**src/rtl/ova_dvp_tx.sv**
```systemverilog
// ova_dvp_tx
//   DVP camera-port transmitter. Accepts a ready/valid RGB565 pixel stream and
//   replays it as byte-serial frames (high byte first) framed by href/vsync.
//   Used as a camera emulator in bench and loopback builds.
//
// Ports
//   clk           system clock, rising edge
//   i_rst         synchronous active-high reset
//   i_en          frame enable, looked at only in IDLE and at the end of a frame
//   i_data        RGB565 pixel
//   i_data_vld    i_data is valid
//   o_data_ready  pixel is taken this cycle (one cycle before each even href slot)
//   o_data        DVP byte, 0 whenever href is low
//   o_href        line-active qualifier
//   o_vsync       frame sync, high for the whole VSYNC period
//   o_pclk_en     byte strobe, high on every cycle outside IDLE
//   o_frame_done  one-cycle pulse on the last clock of the front porch
//   o_underrun    sticky: a pixel was missing when it was required
module ova_dvp_tx #(
  parameter int H_ACTIVE    = 640,
  parameter int H_BLANK     = 144,
  parameter int V_ACTIVE    = 480,
  parameter int VSYNC_LINES = 3,
  parameter int V_BACK      = 17,
  parameter int V_FRONT     = 10
) (
  input  logic        clk,
  input  logic        i_rst,
  input  logic        i_en,
  input  logic [15:0] i_data,
  input  logic        i_data_vld,
  output logic        o_data_ready,
  output logic [7:0]  o_data,
  output logic        o_href,
  output logic        o_vsync,
  output logic        o_pclk_en,
  output logic        o_frame_done,
  output logic        o_underrun
);

  localparam int LINE_LEN = 2 * H_ACTIVE + H_BLANK;
  localparam int V_MAX_AB = (VSYNC_LINES > V_BACK) ? VSYNC_LINES : V_BACK;
  localparam int V_MAX_CD = (V_ACTIVE > V_FRONT) ? V_ACTIVE : V_FRONT;
  localparam int V_MAX    = (V_MAX_AB > V_MAX_CD) ? V_MAX_AB : V_MAX_CD;
  localparam int HW       = (LINE_LEN > 1) ? $clog2(LINE_LEN) : 1;
  localparam int VW       = (V_MAX > 1) ? $clog2(V_MAX) : 1;

  localparam logic [HW-1:0] H_LAST      = HW'(LINE_LEN - 1);
  localparam logic [HW-1:0] H_HREF_LAST = HW'(2 * H_ACTIVE - 1);
  localparam logic [VW-1:0] VS_LAST     = VW'(VSYNC_LINES - 1);
  localparam logic [VW-1:0] VB_LAST     = VW'(V_BACK - 1);
  localparam logic [VW-1:0] VA_LAST     = VW'(V_ACTIVE - 1);
  localparam logic [VW-1:0] VF_LAST     = VW'(V_FRONT - 1);

  typedef enum logic [2:0] {
    ST_IDLE,
    ST_VSYNC,
    ST_VBACK,
    ST_ACTIVE,
    ST_VFRONT
  } state_t;

  state_t        state_reg, state_next;
  logic [HW-1:0] h_cnt_reg, h_cnt_next;
  logic [VW-1:0] v_cnt_reg, v_cnt_next;
  logic [7:0]    low_byte_reg;

  logic line_end;
  logic href_next;
  logic pre_slot_next;
  logic frame_done_next;

  // Position of the next cycle. Outputs are registered from this, so every
  // output lines up with the state/counter registers of the same cycle.
  always_comb begin
    state_next = state_reg;
    h_cnt_next = h_cnt_reg;
    v_cnt_next = v_cnt_reg;
    line_end   = (h_cnt_reg == H_LAST);

    if (state_reg == ST_IDLE) begin
      h_cnt_next = '0;
      v_cnt_next = '0;
      if (i_en) begin
        state_next = ST_VSYNC;
      end
    end else if (line_end) begin
      h_cnt_next = '0;
      v_cnt_next = v_cnt_reg + 1'b1;
      case (state_reg)
        ST_VSYNC: begin
          if (v_cnt_reg == VS_LAST) begin
            state_next = ST_VBACK;
            v_cnt_next = '0;
          end
        end
        ST_VBACK: begin
          if (v_cnt_reg == VB_LAST) begin
            state_next = ST_ACTIVE;
            v_cnt_next = '0;
          end
        end
        ST_ACTIVE: begin
          if (v_cnt_reg == VA_LAST) begin
            state_next = ST_VFRONT;
            v_cnt_next = '0;
          end
        end
        ST_VFRONT: begin
          if (v_cnt_reg == VF_LAST) begin
            state_next = i_en ? ST_VSYNC : ST_IDLE;
            v_cnt_next = '0;
          end
        end
        default: begin
          state_next = ST_IDLE;
          v_cnt_next = '0;
        end
      endcase
    end else begin
      h_cnt_next = h_cnt_reg + 1'b1;
    end
  end

  always_comb begin
    href_next = (state_next == ST_ACTIVE) && (h_cnt_next <= H_HREF_LAST);

    // The cycle after the next one is an even href slot: either an odd slot
    // inside the line, or the last clock of a line/back porch that leads into
    // another active line.
    pre_slot_next = 1'b0;
    if (state_next == ST_ACTIVE) begin
      pre_slot_next = (h_cnt_next[0] && (h_cnt_next < H_HREF_LAST)) ||
                      ((h_cnt_next == H_LAST) && (v_cnt_next != VA_LAST));
    end else if (state_next == ST_VBACK) begin
      pre_slot_next = (h_cnt_next == H_LAST) && (v_cnt_next == VB_LAST);
    end

    frame_done_next = (state_next == ST_VFRONT) && (v_cnt_next == VF_LAST) &&
                      (h_cnt_next == H_LAST);
  end

  always_ff @(posedge clk) begin
    if (i_rst) begin
      state_reg    <= ST_IDLE;
      h_cnt_reg    <= '0;
      v_cnt_reg    <= '0;
      low_byte_reg <= '0;
      o_data_ready <= 1'b0;
      o_data       <= '0;
      o_href       <= 1'b0;
      o_vsync      <= 1'b0;
      o_pclk_en    <= 1'b0;
      o_frame_done <= 1'b0;
      o_underrun   <= 1'b0;
    end else begin
      state_reg    <= state_next;
      h_cnt_reg    <= h_cnt_next;
      v_cnt_reg    <= v_cnt_next;
      o_href       <= href_next;
      o_vsync      <= (state_next == ST_VSYNC);
      o_pclk_en    <= (state_next != ST_IDLE);
      o_frame_done <= frame_done_next;
      o_data_ready <= pre_slot_next;

      // A ready cycle is always followed by an even slot, so the pixel taken
      // here goes straight out; a missing pixel is sent as two zero bytes.
      if (o_data_ready) begin
        o_data       <= i_data_vld ? i_data[15:8] : 8'h00;
        low_byte_reg <= i_data_vld ? i_data[7:0]  : 8'h00;
      end else if (href_next) begin
        o_data <= low_byte_reg;
      end else begin
        o_data <= 8'h00;
      end

      // Cleared on entering IDLE and while there, so a fresh IDLE -> VSYNC
      // start always begins clean; back-to-back frames keep it.
      if ((state_reg == ST_IDLE) || (state_next == ST_IDLE)) begin
        o_underrun <= 1'b0;
      end else if (o_data_ready && !i_data_vld) begin
        o_underrun <= 1'b1;
      end
    end
  end

endmodule

```
**config.mk**
```make
export PLATFORM = sky130hd
export DESIGN_NAME = ova_dvp_tx
export DESIGN_NICKNAME = d
export VERILOG_FILES = /design/src/rtl/ova_dvp_tx.sv
export SDC_FILE = /design/constraint.sdc
export NUM_CORES = 1
export LEC_CHECK = 0
export BUFFER_PORTS_ARGS = -buffer_cell sky130_fd_sc_hd__buf_2
export CORE_UTILIZATION = 25
export DETAILED_ROUTE_END_ITERATION = 10
export PLACE_DENSITY_LB_ADDON = 0.3
export SLEW_MARGIN = 20
export SYNTH_ARGS = -nofsm -noshare
export SYNTH_HDL_FRONTEND = slang
export SYNTH_SLANG_ARGS = --single-unit
```
**constraint.sdc**
```tcl
create_clock -name clk -period 4.47 [get_ports clk]
set_input_delay 0.447 -clock clk [delete_from_list [all_inputs] [get_ports clk]]
set_output_delay 0.447 -clock clk [all_outputs]
set_load 0.05 [all_outputs]
```
==> results.yml, run 1 <==
timing:
  tns_ns: 0
  finalHoldViolations: 0
  grt_setup_unrepaired: "no"
  setup_viol: 0
  period_share_pct: 74.3
  slew-limit-headroom_pct: 48.4
  slew_violations: 0
  max_freq_mhz: 301
  max_slew.worst_pin.slew_ns: 0.765
  skew_ns: 0.00479
  fin_crit_ns: 3.32
floorplan:
  die_w_um: 100
  pin_count: 34
  num_rows: 35
  dieArea_mm2: 0.0101
  core_area_mm2: 0.00933
  die_h_um: 100
  initial_utilization_pct: 26.0
logic_synthesis:
  synth_top_area_share_pct: 37.2
  netlist-cell-type-count: 67
  ys_ff_latch: 45
  yosys.area.top_type: "dfxtp_1"
  synthArstFlopShare_pct: 0
  synthesis.instances: 284
  netlist_area_mm2: 0.00242
  synthTopCellsByArea: "dfxtp_1, nor2_1, a21oi_1, a22o_2, ha_1"
  ys_seq_area_share_pct: 37.2
  synth_edf_count: 0
  synth_ff_type: "dfxtp_1"
  avgSynthCellArea_um2: 8.53
  ys_warn_count: 0
  syn-num-nets: 309
pwr:
  seqPwrFrac_pct: 51.2
  intPower_mw: 0.618
  power_switching_mw: 0.196
  vdd_drop_max_mv: 0.106
  clock_power_share_pct: 38.3
  switching_share_pct: 24.1
  p_leak_nw: 1.06
  p_per_area_mw_per_mm2: 294
  p_comb_share_pct: 10.5
  p_total_mw: 0.814
critical_path:
  crit_top_cell: "and3_1"
  r2r_start: "h_cnt_reg[0]"
  required_ns: 4.66
  cp-end-kind: "flip-flop"
  setup.worst_path.class: "flip-flop to flip-flop"
  slowest_delay_ns: 0.81
  r2r-end: "o_data_ready"
  slowest_stage: "o41ai_1"
  path_delay_family: "simple AND/OR/NAND/NOR gates"
  reg2regPathDepth: 8
  path_cells: "ha_1 -> and3_1 -> nand3_1 -> o41ai_1 -> nor2_1 -> and3_1 -> nor4b_4 -> a211o_1"
  cp_num_buf_inv: 0
  arrival_ns: 3.51
  critical_path.max_fanout: 11
  worstSetupStartpointType: "flip-flop"
  ff2ff_setup_slack_ns: 1.15
route:
  viasPerCell: 4.79
  wl_per_cell_um: 13.3
  vias: 2103
  routed_wl_um: 5830
  final_antenna_net_count: 0
  drt-initial-drc-count: 172
  drcViolationCount: 0
  dr.pass1.iters: 4
global_route:
  grt_pass1_wl_um: 9590
  grt_pass1_vias: 1978
  grtUsageTotal_pct: 11.8
  grt_max_degree: 24
  grt_antenna_before_repair: 0
  grt-ovfl-total: 0
placed_design:
  gp_congestion: 0.820
  dp.cells: 431
  io_buffers: 33
  place_hpwl_um: 4310
layout:
  multi_input_area_mm2: 0.00139
  final-seq-area_um2: 901
  n_fill_cell: 991
  diodes: 0
  stdcell_count: 439
  fin_nets: 334
  layout_commonest_cell: "dfxtp_1"
  area_growth_pct: 14.5
  largest_reg_flops: 11
  mostFrequentLayoutCells: "dfxtp_1, nor2_1, buf_2"
  layout-drive-gt1-share_pct: 21.6
clock_network:
  postCtsSetupRepairBufs: 0
  cts_tree: "built"
  clock_sink_count: 45
  cts-resized-gates: 0
  clk_pin_slew_ns: 0.08
  ctsHtreeMaxLevel: 2
  postCtsHoldBufs: 0
  clk_root_buffer_cell: "clkbuf_8"
  clkLatencyLatePin_ns: 0.29
  clockBufferDepth: 2
  cts_buffers: 5
worst_hold_path:
  min_to: "o_data[7]"
  hp-class: "primary input to flip-flop"
  min_path_cells: 2
  min_from: "i_data[15]"
flow_run:
  max_cap_viol_count: 0
run_status:
  status: "finished clean"
-- worst max-delay path by stage --
stage / start / to / slack [ns] / depth (start not counted)
2_1_floorplan: h_cnt_reg[0] / o_data_ready / 1.83 / 11
3_3_place_gp: h_cnt_reg[0] / o_data_ready / 1.31 / 8
3_5_place_dp: h_cnt_reg[0] / o_data_ready / 1.20 / 8
4_1_cts: h_cnt_reg[0] / o_data_ready / 1.16 / 8
5_1_grt: h_cnt_reg[0] / o_data_ready / 0.95 / 8
6_report: h_cnt_reg[0] / o_data_ready / 1.15 / 8
-- cell usage after synthesis (all sizes together), types with 2 or more instances --
| cell | instances |
|---|---|
| o21ai | 8 |
| nor4 | 7 |
| nor2 | 41 |
| a22oi | 3 |
| xnor2 | 5 |
| or4 | 2 |
| o31ai | 2 |
| a2111oi | 2 |
| clkbuf | 12 |
| and4 | 3 |
| xor2 | 7 |
| or3 | 5 |
| and2 | 5 |
| a211oi | 3 |
| nor2b | 10 |
| dfxtp | 45 |
| nand2b | 4 |
| o22ai | 2 |
| a22o | 8 |
| ha | 5 |
| nand3b | 2 |
| a21oi | 17 |
| buf | 5 |
| inv | 8 |
| nor3b | 2 |
| nand4 | 6 |
| a211o | 2 |
| nor3 | 7 |
| nand2 | 16 |
| nand3 | 12 |
| and3 | 8 |
-- power by group through the flow --
stage / sequential (mW) / combinational, mW / clock (mW)
floorplan: 0.433 / 0.0522 / 0
global placement: 0.426 / 0.0869 / 0
detailed placement: 0.426 / 0.0851 / 0
CTS: 0.417 / 0.0854 / 0.322
global route: 0.418 / 0.0934 / 0.335
finish: 0.417 / 0.0858 / 0.312
-- cells by family (layout without fill, tap and decap cells) --
kind of cell	after synthesis	in the layout	share of synthesized area [%]
flip-flops	45	45	37.2
XOR/XNOR	12	12	4.34
AND/OR/NAND/NOR	138	138	32.2
AO/OA/AOI/OAI	58	58	17.7
multiplexers	1	1	0.413
buffers and inverters	25	51	5.68
adder cells (fa/ha/maj)	5	5	2.58
-- through the flow --
| stage | utilization [%] | setup WS [ns] | hold WS, ns | cell area (um2) |
|---|---|---|---|---|
| 5_1_grt | 29.7 | 0.950 | 0.371 | 2770 |
| 3_5_place_dp | 28.5 | 1.20 | 0.523 | 2660 |
| 6_report | 29.7 | 1.15 | 0.366 | 2770 |
| 2_1_floorplan | - | 1.83 | 0.490 | 2420 |
| 4_1_cts | 29.7 | 1.16 | 0.359 | 2770 |
| 3_3_place_gp | 28.5 | 1.31 | 0.517 | 2660 |
-- area by class of cell --
type	count	share of cell area [%]
clock buffers	7	3.11
clock inverters	1	1.08
inverters	8	1.08
multi-input cells	214	49.9
flip-flops and latches	45	32.5
well taps	129	5.82
repair buffers	35	6.50
-- per-layer routing --
metal	global-route usage (%)	wire length (um)	share of wire, %
met3	2.50	324	5.6
met5	0	0	0
met2	20.1	2610	45
met4	2.68	46	0.79
met1	15.4	2860	49
Note: power is estimated with default switching activity, not from simulation.
==> run 2: changes to the inputs <==
--- a/config.mk
+++ b/config.mk
@@ -5,6 +5,7 @@
 export SDC_FILE = /design/constraint.sdc
 export NUM_CORES = 1
 export LEC_CHECK = 0
+export ABC_AREA = 1
 export BUFFER_PORTS_ARGS = -buffer_cell sky130_fd_sc_hd__buf_2
 export CORE_UTILIZATION = 25
 export DETAILED_ROUTE_END_ITERATION = 10
==> constraint.sdc (replaced) <==
create_clock -name clk -period 3.4 [get_ports clk]
set_input_delay 0.34 -clock clk [delete_from_list [all_inputs] [get_ports clk]]
set_output_delay 0.34 -clock clk [all_outputs]
set_load 0.05 [all_outputs]
==> run 2 against run 1 <==
First-iteration DRC count fell by 20%. Die area is 4.3% higher. Hold slack lost 0.11 ns. Register-to-register slack worse by 0.06 ns. Setup slack lost 0.062 ns. Synthesized cell count up 31%. Clock skew is 0.0031 ns higher. Non-clock buffer count is 2 lower. Critical path type unchanged. Largest power group unchanged. Highest routed layer unchanged.
==> results.yml, run 2 <==
run_status:
  status: "finished clean"
layout:
  stdcell_count: 539
  layout_commonest_cell: "nand2_1"
  fin_util_pct: 29.9
  fin_area_mm2: 0.00292
  area_growth_pct: 15.4
  diodes: 0
  n_fill_cell: 1062
  mostFrequentLayoutCells: "nand2_1, nor2_1, dfxtp_1"
  multi_input_area_mm2: 0.00138
  layout-drive-gt1-share_pct: 21.9
  final-seq-area_um2: 901
  largest_reg_flops: 11
  fin_nets: 430
floorplan:
  initial_utilization_pct: 25.9
  num_rows: 36
  core_area_mm2: 0.00977
  dieArea_mm2: 0.0105
  pin_count: 34
  die_h_um: 103
  die_w_um: 103
logic_synthesis:
  synthTopCellsByArea: "dfxtp_1, nand2_1, nand3_1, nor2_1, inv_1"
  synthesis.instances: 372
  netlist-cell-type-count: 36
  avgSynthCellArea_um2: 6.80
  yosys.area.top_type: "dfxtp_1"
  ys_seq_area_share_pct: 35.6
  yosysMostFrequentCell: "nand2_1"
  synth_ff_type: "dfxtp_1"
  ys_warn_count: 0
  syn-num-nets: 397
  synth_edf_count: 0
  netlist_area_mm2: 0.00253
  synth_commonest_cells: "nand2_1, nor2_1, dfxtp_1"
  synth_top_area_share_pct: 35.6
  synthArstFlopShare_pct: 0
  ys_ff_latch: 45
timing:
  fin_ws_ns: 1.09
  setup_viol: 0
  finalHoldViolations: 0
  tns_ns: 0
  period_share_pct: 68.0
  grt_setup_unrepaired: "no"
  fin_crit_ns: 2.31
  slew_violations: 0
  max_slew.worst_pin.slew_ns: 0.580
  slew-limit-headroom_pct: 61.2
  skew_ns: 0.00789
  max_freq_mhz: 433
placed_design:
  dp.cells: 531
  io_buffers: 33
  gp_congestion: 0.922
  place_ws_ns: 1.10
  dpl_cell_area_mm2: 0.00282
  place_hpwl_um: 4730
clock_network:
  cts-resized-gates: 0
  clock_sink_count: 45
  cts_tree: "built"
  clk_pin_slew_ns: 0.10
  clk_root_buffer_cell: "clkbuf_8"
  postCtsHoldBufs: 0
  ctsHtreeMaxLevel: 2
  postCtsSetupRepairBufs: 0
  clkLatencyLatePin_ns: 0.31
  clockBufferDepth: 2
  cts_buffers: 5
route:
  dr.pass1.iters: 4
  drt-initial-drc-count: 138
  routed_wl_um: 6210
  drcViolationCount: 0
  viasPerCell: 4.44
  wl_per_cell_um: 11.5
  final_antenna_net_count: 0
  vias: 2393
worst_hold_path:
  min_to: "o_data[6]"
  hp-class: "primary input to flip-flop"
  min_path_cells: 3
  min_from: "i_data[14]"
pwr:
  p_comb_share_pct: 6.7
  clock_power_share_pct: 38.5
  power_switching_mw: 0.267
  vdd_drop_max_mv: 0.134
  intPower_mw: 0.706
  switching_share_pct: 27.4
  seqPwrFrac_pct: 54.8
  p_per_area_mw_per_mm2: 333
  p_leak_nw: 1.27
global_route:
  met3_usage_pct: 2.44
  grt_use_met1_pct: 16.7
  grtUsageTotal_pct: 12.7
  busiest_layer: "met2"
  grt_util_met2_pct: 19.9
  grt_max_degree: 30
  grt_pass1_wl_um: 10400
  grt-ovfl-total: 0
  grt_antenna_before_repair: 0
  grt_pass1_vias: 2200
critical_path:
  cp_num_buf_inv: 7
  cp-end-kind: "flip-flop"
  worstSetupStartpointType: "flip-flop"
  r2r_start: "state_reg[0]"
  required_ns: 3.66
  cp.depth: 16
  path_cells: "inv_1 -> nand2_1 -> inv_1 -> nand2_1 -> nand2_4 -> inv_2 -> nand3_1 -> inv_1 -> nand3_1 -> inv_2 -> nand3_2 -> inv_1 -> nand3_1 -> nand3_1 -> nand2_1 -> inv_1"
  slowest_delay_ns: 0.43
  ff2ff_setup_slack_ns: 1.09
  slowest_stage: "nand2_1"
  setup.worst_path.class: "flip-flop to flip-flop"
  r2r-end: "o_data_ready"
  crit_top_cell: "inv_1"
  arrival_ns: 2.57
  reg2regPathDepth: 16
  path_delay_family: "simple AND/OR/NAND/NOR gates"
  critical_path.max_fanout: 12
flow_run:
  max_cap_viol_count: 0
run 2: changes by cell type in the layout (fill, tap and decap cells not counted), sizes merged, moves of 5 or more:
| cell | before | now |
|---|---|---|
| a22o | 8 | 0 |
| and3 | 8 | 0 |
| inv | 8 | 55 |
| nand2 | 16 | 99 |
| nand3 | 12 | 44 |
| nor2 | 41 | 60 |
| nor2b | 10 | 0 |
| nor4 | 7 | 1 |
| o21ai | 8 | 13 |
| or3 | 5 | 0 |
run 2: logic make-up after synthesis:
| kind of cell | count (synthesis) | share of synthesized area [%] |
|---|---|---|
| buffers and inverters | 63 | 9.99 |
| xor gates and xnor gates | 5 | 1.73 |
| adders and majority gates | 5 | 2.47 |
| AOI/OAI and AO/OA | 32 | 8.01 |
| DFF | 45 | 35.6 |
| and+or+nand+nor | 222 | 42.2 |
run 2: worst reg2reg max path: stages (launching register included):
cell	delay [ns]
dfxtp_1	0.41
inv_1	0.05
nand2_1	0.08
inv_1	0.05
nand2_1	0.43
nand2_4	0.21
inv_2	0.16
nand3_1	0.11
inv_1	0.11
nand3_1	0.09
inv_2	0.07
nand3_2	0.11
inv_1	0.08
nand3_1	0.11
nand3_1	0.09
nand2_1	0.05
inv_1	0.06
run 2: worst max path at each step:
| stage | slack (ns) | end | start |
|---|---|---|---|
| after global placement | 1.08 | o_data_ready | state_reg[1] |
| final | 1.09 | o_data_ready | state_reg[0] |
| after detailed placement | 1.10 | o_data_ready | state_reg[0] |
| after global routing | 0.70 | o_data_ready | state_reg[0] |
| after floorplan | 1.59 | o_data_ready | h_cnt_reg[0] |
| after CTS | 1.07 | o_data_ready | state_reg[0] |
run 2: per-layer routing:
metal	part of all wire, %	vias to the layer above
li1	-	1238
met5	0	-
met4	2.3	0
met2	46	61
met3	4.6	12
met1	47	1082
run 2: cell type report:
type / count / share of cell area, %
well taps: 133 / 5.70
multi-input cells: 264 / 47.1
inverters: 56 / 7.33
clock inverters: 3 / 0.985
flip-flops and latches: 45 / 30.8
clock buffers: 5 / 2.36
repair buffers: 33 / 5.66
run 2: through the flow:
step           hold slack [ns]  total power [mW]
4_1_cts                  0.251             0.988
3_3_place_gp             0.456             0.610
3_5_place_dp             0.457             0.610
5_1_grt                  0.260              1.02
6_report                 0.259             0.972
2_1_floorplan            0.445             0.589
run 2: power groups by stage:
| stage | logic (mW) | clock network (mW) | registers (mW) |
|---|---|---|---|
| after floorplan | 0.0387 | 0 | 0.551 |
| after global placement | 0.0656 | 0 | 0.545 |
| after detailed placement | 0.0657 | 0 | 0.545 |
| after CTS | 0.0661 | 0.389 | 0.533 |
| after global routing | 0.0724 | 0.410 | 0.533 |
| final | 0.0651 | 0.375 | 0.532 |
==> run 3: changes to the inputs <==
==> constraint.sdc (replaced) <==
create_clock -name clk -period 2.4 [get_ports clk]
set_input_delay 0.24 -clock clk [delete_from_list [all_inputs] [get_ports clk]]
set_output_delay 0.24 -clock clk [all_outputs]
set_load 0.05 [all_outputs]
==> run 3 against run 2 <==
Setup slack lost 0.93 ns. Critical path type unchanged. Sequential share of layout area decreased by 0.37 points. Wire length increased by 1.3%. Register-to-register slack got worse by 0.93 ns. Global-route usage rose by 0.16 points. Critical path depth is 4 lower. Critical endpoint is now o_pclk_en. Clock-buffer cell count did not move.
==> results.yml, run 3 (synthesized netlist as in run 2, its figures left out) <==
route:
  routed_wl_um: 6290
  vias: 2381
  wl_per_cell_um: 11.6
  drcViolationCount: 0
  viasPerCell: 4.40
  final_antenna_net_count: 0
  dr.pass1.iters: 4
  drt-initial-drc-count: 148
critical_path:
  arrival_ns: 2.43
  slowest_stage: "dfxtp_1"
  path_delay_family: "simple AND/OR/NAND/NOR gates"
  required_ns: 2.58
  setup.worst_path.class: "flip-flop to flip-flop"
  slowest_delay_ns: 0.41
  cp_num_buf_inv: 3
  crit_top_cell: "nand2_1"
  critical_path.max_fanout: 12
  path_cells: "ha_2 -> nand3_2 -> clkinv_2 -> nand3_4 -> nand2_4 -> inv_2 -> nand2_1 -> nand2_2 -> nor2_4 -> nand2_1 -> o21ai_0 -> inv_1"
  cp-end-kind: "flip-flop"
  worstSetupStartpointType: "flip-flop"
floorplan:
  die_h_um: 103
  core_area_mm2: 0.00977
  pin_count: 34
  num_rows: 36
  initial_utilization_pct: 25.9
  dieArea_mm2: 0.0105
  die_w_um: 103
global_route:
  grt_max_degree: 29
  grt_pass1_wl_um: 10500
  grtUsageTotal_pct: 12.8
  grt-ovfl-total: 0
  grt_antenna_before_repair: 0
  grt_pass1_vias: 2244
flow_run:
  max_cap_viol_count: 0
layout:
  fin_area_mm2: 0.00296
  fin_util_pct: 30.2
  area_growth_pct: 16.8
  largest_reg_flops: 11
  fin_nets: 432
  mostFrequentLayoutCells: "nand2_1, nor2_1, dfxtp_1"
  layout-drive-gt1-share_pct: 22.5
  n_fill_cell: 1076
  diodes: 0
  layout_commonest_cell: "nand2_1"
placed_design:
  place_ws_ns: 0.157
  dpl_cell_area_mm2: 0.00284
  gp_congestion: 0.911
  io_buffers: 33
  place_hpwl_um: 4940
timing:
  tns_ns: 0
  period_share_pct: 93.5
  slew_violations: 0
  finalHoldViolations: 0
  setup_viol: 0
  skew_ns: 0.00930
  grt_setup_unrepaired: "no"
  fin_ws_ns: 0.155
  slew-limit-headroom_pct: 63.2
  max_slew.worst_pin.slew_ns: 0.552
  hold_slack_ns: 0.168
  fin_crit_ns: 2.24
  max_freq_mhz: 445
pwr:
  p_per_area_mw_per_mm2: 489
  vdd_drop_max_mv: 0.198
  p_leak_nw: 1.28
clock_network:
  postCtsHoldBufs: 0
  cts_tree: "built"
  clockBufferDepth: 2
  clk_pin_slew_ns: 0.09
  clock_sink_count: 45
  cts_buffers: 5
  clk_root_buffer_cell: "clkbuf_8"
  ctsHtreeMaxLevel: 2
  clkLatencyLatePin_ns: 0.31
run_status:
  status: "finished clean"
worst_hold_path:
  hp-class: "primary input to flip-flop"
run 3: cell count changes in the layout (fill, tap and decap cells not counted), sizes merged:
cell	before	now
buf	33	35
bufinv	0	1
clkinv	4	5
clkinvlp	0	1
inv	55	52
run 3: worst min-delay path: stages:
cell	delay, ns
buf_2	0.08
nand3_1	0.07
o21ai_2	0.06
run 3: path summary, 6_finish.rpt:
kind / start / endpoint / slack (ns) / cells after the start
max reg2reg: h_cnt_reg[0] / o_pclk_en / 0.16 / 12
min reg2reg: low_byte_reg[1] / low_byte_reg[1] / 0.49 / 2
max: h_cnt_reg[0] / o_pclk_en / 0.16 / 12
min: i_data[10] / o_data[2] / 0.17 / 3
run 3: layout make-up:
class	instances	area, um2	area share (%)
Timing Repair Buffer	35	180	6.10
Tap cell	133	166	5.63
Clock buffer	5	68.8	2.33
Clock inverter	3	46.3	1.57
Sequential cell	45	901	30.5
Multi-Input combinational cell	264	1380	46.7
Inverter	56	214	7.24
run 3: routing by layer:
metal	wire (um)	GRT usage (%)
met3	222	2.37
met4	153	5.38
met2	2820	19.9
met5	0	0
met1	3090	17.3
run 3: what timing repair did:
action,4_1_cts,5_1_grt
endpoints found under the setup margin,0,2
buffers inserted,0,0
resized for setup,0,1
run 3: metrics by stage:
stage	cells	power [mW]
6_report	541	1.44
5_1_grt	541	1.49
4_1_cts	541	1.46
3_5_place_dp	533	0.868
3_3_place_gp	533	0.868
2_1_floorplan	372	0.835
run 3: report_power, final:
group,internal (mW),switching [mW]
logic,0.0307,0.0656
clock network,0.312,0.282
registers,0.751,0.00318
total,1.09,0.351
